### src/rtl/ram_nr1w_clr.sv
// Multi-read, single byte-masked write register array with a self-clearing sweep after reset or clr_req.
// Optional macro RAM_NR1W_WR_BYPASS_EN forwards a same-cycle write to matching read ports.
module ram_nr1w_clr #(
    parameter int               WIDTH     = 32,
    parameter int               LG_DEPTH  = 6,
    parameter int               NUM_RD    = 2,
    parameter logic [WIDTH-1:0] CLR_VALUE = '0
) (
    input  logic                       clk,
    input  logic                       reset,
    input  logic [NUM_RD*LG_DEPTH-1:0] rd_addr,
    output logic [NUM_RD*WIDTH-1:0]    rd_data,
    input  logic                       wr_en,
    input  logic [LG_DEPTH-1:0]        wr_addr,
    input  logic [WIDTH-1:0]           wr_data,
    input  logic [WIDTH/8-1:0]         wr_mask,
    input  logic                       clr_req,
    output logic                       ready
);

    localparam int DEPTH  = 1 << LG_DEPTH;
    localparam int NBYTES = WIDTH / 8;

    typedef enum logic {
        CLEAR,
        READY
    } state_t;

    state_t              state;
    state_t              state_next;
    logic [LG_DEPTH-1:0] clr_ptr;
    logic [LG_DEPTH-1:0] clr_ptr_next;
    logic                wr_accept;
    logic [WIDTH-1:0]    mem [DEPTH];

    always_ff @(posedge clk or posedge reset) begin
        if (reset) begin
            state   <= CLEAR;
            clr_ptr <= '0;
        end else begin
            state   <= state_next;
            clr_ptr <= clr_ptr_next;
        end
    end

    // A clr_req in either state restarts the sweep from entry 0.
    always_comb begin
        state_next   = state;
        clr_ptr_next = clr_ptr;
        case (state)
            CLEAR: begin
                if (clr_req) begin
                    clr_ptr_next = '0;
                end else begin
                    clr_ptr_next = clr_ptr + 1'b1;
                    if (&clr_ptr) begin
                        state_next = READY;
                    end
                end
            end
            READY: begin
                if (clr_req) begin
                    state_next   = CLEAR;
                    clr_ptr_next = '0;
                end
            end
            default: begin
                state_next   = CLEAR;
                clr_ptr_next = '0;
            end
        endcase
    end

    always_comb begin
        ready     = (state == READY);
        wr_accept = wr_en & (state == READY);
    end

    // Storage is deliberately left unreset; the sweep owns initialisation.
    always_ff @(posedge clk) begin
        if (!ready) begin
            mem[clr_ptr] <= CLR_VALUE;
        end else if (wr_accept) begin
            for (int b = 0; b < NBYTES; b++) begin
                if (wr_mask[b]) begin
                    mem[wr_addr][8*b +: 8] <= wr_data[8*b +: 8];
                end
            end
        end
    end

`ifdef RAM_NR1W_WR_BYPASS_EN
    logic [WIDTH-1:0] wr_merged;

    always_comb begin
        wr_merged = mem[wr_addr];
        for (int b = 0; b < NBYTES; b++) begin
            if (wr_mask[b]) begin
                wr_merged[8*b +: 8] = wr_data[8*b +: 8];
            end
        end
    end
`endif

    always_ff @(posedge clk or posedge reset) begin
        if (reset) begin
            rd_data <= '0;
        end else begin
            for (int i = 0; i < NUM_RD; i++) begin
                if (!ready) begin
                    rd_data[i*WIDTH +: WIDTH] <= '0;
                end else begin
`ifdef RAM_NR1W_WR_BYPASS_EN
                    if (wr_en && (rd_addr[i*LG_DEPTH +: LG_DEPTH] == wr_addr)) begin
                        rd_data[i*WIDTH +: WIDTH] <= wr_merged;
                    end else begin
                        rd_data[i*WIDTH +: WIDTH] <= mem[rd_addr[i*LG_DEPTH +: LG_DEPTH]];
                    end
`else
                    rd_data[i*WIDTH +: WIDTH] <= mem[rd_addr[i*LG_DEPTH +: LG_DEPTH]];
`endif
                end
            end
        end
    end

endmodule

### config.mk
export PLATFORM = sky130hd
export DESIGN_NAME = ram_nr1w_clr
export DESIGN_NICKNAME = d
export VERILOG_FILES = /design/src/rtl/ram_nr1w_clr.sv
export SDC_FILE = /design/constraint.sdc
export NUM_CORES = 2
export LEC_CHECK = 0
export CAP_MARGIN = 20
export CORE_MARGIN = 2
export CORE_UTILIZATION = 59
export CTS_BUF_LIST = sky130_fd_sc_hd__clkbuf_4 sky130_fd_sc_hd__clkbuf_8
export DETAILED_ROUTE_END_ITERATION = 8
export PLACE_DENSITY = 0.79
export REMOVE_ABC_BUFFERS = 1
export SLEW_MARGIN = 25
export SYNTH_ARGS = -nofsm -noshare
export SYNTH_HDL_FRONTEND = slang
export SYNTH_SLANG_ARGS = --single-unit
### constraint.sdc
create_clock -name clk -period 2.6 [get_ports clk]
set_input_delay 0.39 -clock clk [delete_from_list [all_inputs] [get_ports clk]]
set_output_delay 0.39 -clock clk [all_outputs]
set_load 0.03 [all_outputs]
==> results.yml <==
outcome:
  run_status: "finished with violations"
  violated_checks: "setup timing"
floorplanning:
  boundaryPins: 123
  coreArea_sq_um: 165400
  floorplan.initialDensity_pct: 59.50
  rows: 149
  die_area_sq_um: 170000
  die_h_um: 412.4
  floorplan.die.width_um: 412.4
logic_synthesis:
  synth_seq_cells: 2119
  synth_top_area_share_pct: 62.51
  synth_async_sr_flop_share_pct: 3.351
  synth.mux.area_fraction_pct: 29.32
  synth-simple-area-share_pct: 2.625
  syn_avg_cell_area_sq_um: 20.44
  dominant_combinational_cell_family_by_area_after_synthesis: "multiplexers"
  count_of_unique_library_cells_instantiated_by_yosys: 57
  synth-warning-count: 0
  synth_compound_gate_area_share_pct: 1.749
  synth_fa_ha_area_share_pct: 0.01272
  synth_top_flop_cell: "sky130_fd_sc_hd__edfxtp_1"
  synth.cell_area_sq_um: 98390
  yosys.area.top_type: "sky130_fd_sc_hd__edfxtp_1"
  netlist_top_cells_area: "sky130_fd_sc_hd__edfxtp_1 63%, sky130_fd_sc_hd__mux4_2 26%, sky130_fd_sc_hd__mux2i_1 2.8%"
  seq_area_frac_synth_pct: 64.31
  yosys.area_share.xor_xnor_pct: 0.04451
  synth_enable_flop_cells: 2048
  synth_cells: 4814
worst_setup_path:
  setup.worst_path.start_class: "flop"
  worst-path-buf-inv: 1
  reg2reg_setup_slack_ns: 0.09
  cpLargestDelayFamily: "flip-flops"
  timing_worst_setup_path_type: "flop to output pin"
  timing.critical_path.required_ns: 2.21
  critPathMaxFanout: 1
  endpoint_kind: "output pin"
  crit_slowest_cell: "sky130_fd_sc_hd__dfrtp_1"
  critical_path_arrival_ns: 2.23
  series_of_cell_instances_along_the_critical_path: "dlygate4sd2_1"
  delay_contributed_by_the_slowest_stage_of_the_critical_path_ns: 0.69
cts:
  cts.sinks: 2119
  tritoncts: "done"
  clock_tree.buffer_depth: 4
  tritoncts.num_buffers: 350
  clk-insertion-delay-late_ns: 1.08
  cts.clk_slew.worst_paths_ns: 0.07
  root_buffer: "sky130_fd_sc_hd__clkbuf_8"
  cts-htree-levels: 5
  postcts_setup_bufs: 0
sta:
  fin_crit_ns: 2.618
  final_cycle_utilization_of_the_critical_path_pct: 100.7
  final-setup-viol-count: 1
  worst_slew_margin_relative_to_its_limit_pct: 40.61
  setup_repair_after_global_routing_missed_its_margin: "false"
  worst_pin_slew_ns: 0.8876
  timing.clock.skew_ns: 0.05866
  maxClockFrequency_mhz: 382.0
  setup_slack_of_the_critical_path_after_layout_ns: -0.01796
  setup_tns_ns: -0.01796
  finalHoldViolations: 0
  slew_viol_final: 0
power:
  clock_power_share_pct: 40.3
  cellPowerDensity_nw_per_um2: 612.6
  p_switching_mw: 16.88
  irDropWorstVdd_v: 0.0005741
  power.share.switching_pct: 23.23
  intPower_mw: 55.78
  p_comb_share_pct: 8.6
  p_leak_nw: 42.88
  pwr-share-seq_pct: 51.2
global_routing:
  via_count_of_the_first_global_routing_pass: 61570
  grt_use_total_pct: 37.63
  grt_first_pass_wirelength_mm: 444.9
  top_usage_layer: "met2"
  grtUsageMet1_pct: 50.20
  pin_count_of_the_biggest_net_entering_global_routing: 65
  number_of_antenna_violations_at_the_first_check_in_global_routing: 24
  met3_usage_grt_pct: 12.85
  use_met2_pct: 55.32
  grt-ovfl-total: 0
place:
  routabilityCongestion: 0.9840
  dp_cells: 7910
  dpl_worst_slack_ns: -0.5675
  count_of_port_buffers_added_during_placement: 122
  hpwl_reported_at_the_end_of_detailed_placement_mm: 221.3
  placed_cell_area_sq_um: 111700
finish:
  final_layout_size_suffix_gt1_share_pct: 46.47
  finish.cell_count_without_fillers: 8550
  final_nets: 6136
  area_delta_synth_final_pct: 20.55
  final_core_util_pct: 71.73
  fin_area_sq_um: 118600
run:
  number_of_max_capacitance_violations_reported: 0
routing:
  first_iter_violations: 10820
  drtAntennaViolNets: 0
  dr_total_vias: 61290
  remaining_drc_errors: 0
  viasPerCell: 7.168
  wirelength_mm: 314.9
  detail_route.first_pass.iterations: 9
  detail_route.wl_per_cell_um: 36.83
min_path:
  worstHoldPathType: "input pin to flop"
## cells in the final DEF (no fill, tap or decap), types with 49 or more instances in the layout
master,netlist,final
sky130_fd_sc_hd__buf_4,66,954
sky130_fd_sc_hd__clkbuf_4,0,102
sky130_fd_sc_hd__edfxtp_1,2048,2048
sky130_fd_sc_hd__clkinv_2,0,49
sky130_fd_sc_hd__mux2_2,56,56
sky130_fd_sc_hd__buf_12,0,199
sky130_fd_sc_hd__nor2_1,326,320
sky130_fd_sc_hd__clkinv_1,0,69
sky130_fd_sc_hd__mux4_2,1130,1130
sky130_fd_sc_hd__clkdlybuf4s50_1,0,103
sky130_fd_sc_hd__mux2i_1,277,277
sky130_fd_sc_hd__clkbuf_8,0,372
sky130_fd_sc_hd__nand2_1,141,141
sky130_fd_sc_hd__dfrtp_1,71,70
## through the flow
stage               hold WS [ns]  total power, mW
finish                    0.1514            72.66
global route              0.1093            74.23
CTS                      0.06437            72.60
detailed placement        0.6420            43.92
global placement          0.6288            43.83
floorplan                 0.4564            40.27
## repair_timing
action	in CTS	in global routing
cloned	0	0
pin swaps	0	1
hold endpoints to repair	31	0
hold buffers	4	0
endpoints found under the setup margin	9	26
gates resized for setup	11	2
## per-layer routing
metal | wire (um) | share of wire, %
met3 | 50230 | 16
met4 | 20370 | 6.5
met1 | 102400 | 33
met5 | 94 | 0.030
met2 | 141800 | 45
## flip-flops by register name, indices dropped and copies added (netlist names)
register  cells
clr_ptr       6
mem        2048
rd_data      64
ready         1
## logic make-up (layout without fill, tap and decap cells)
logic type / after synthesis / after routing
AND/OR/NAND/NOR: 604 / 604
buffers and inverters: 373 / 1897
AO/OA/AOI/OAI: 249 / 249
flip-flops: 2119 / 2119
multiplexers: 1463 / 1463
adder cells (fa/ha/maj): 1 / 1
XOR/XNOR: 5 / 5
other: 0 / 23
## power groups by stage
stage / registers (mW) / logic [mW] / clock network [mW]
after global routing: 37.2 / 6.32 / 30.7
final: 37.2 / 6.23 / 29.3
after CTS: 37.2 / 6.06 / 29.4
after floorplan: 37.8 / 2.42 / 0
after global placement: 37.9 / 5.96 / 0
after detailed placement: 37.9 / 6.03 / 0
## Yosys cell counts, drive strengths merged, types with 5 or more instances
library cell / number
a211oi: 21
a21oi: 35
a22oi: 42
a31oi: 13
a32oi: 6
and2: 40
buf: 267
clkbuf: 99
dfrtp: 71
edfxtp: 2048
inv: 7
mux2: 56
mux2i: 277
mux4: 1130
nand2: 141
nand2b: 16
nand3: 17
nor2: 326
nor2b: 23
nor3: 20
nor3b: 5
o2111ai: 6
o211ai: 25
o21ai: 35
o22ai: 23
## path summary, 6_finish.rpt
kind                       startpoint     endpoint  depth (start not counted)
max in group asynchronous       reset  rd_data[29]                          4
hold / removal             rd_addr[4]  rd_data[19]                          5
setup / recovery           rd_data[7]   rd_data[7]                          1
hold reg to reg            clr_ptr[4]        ready                          2
setup reg to reg                ready  mem[43][24]                          7
min in group asynchronous       reset        ready                          3
## layout make-up
type	instances	area, sq um
sequential	2119	63280
fill	9517	46750
timing repair buffer	1277	12400
tap	2189	2739
multi-input combinational	2322	33300
clock inverter	139	913.4
clock buffer	474	5886
antenna	23	57.56
inverter	7	35.03
No activity file was read; power rests on OpenSTA's default activity.
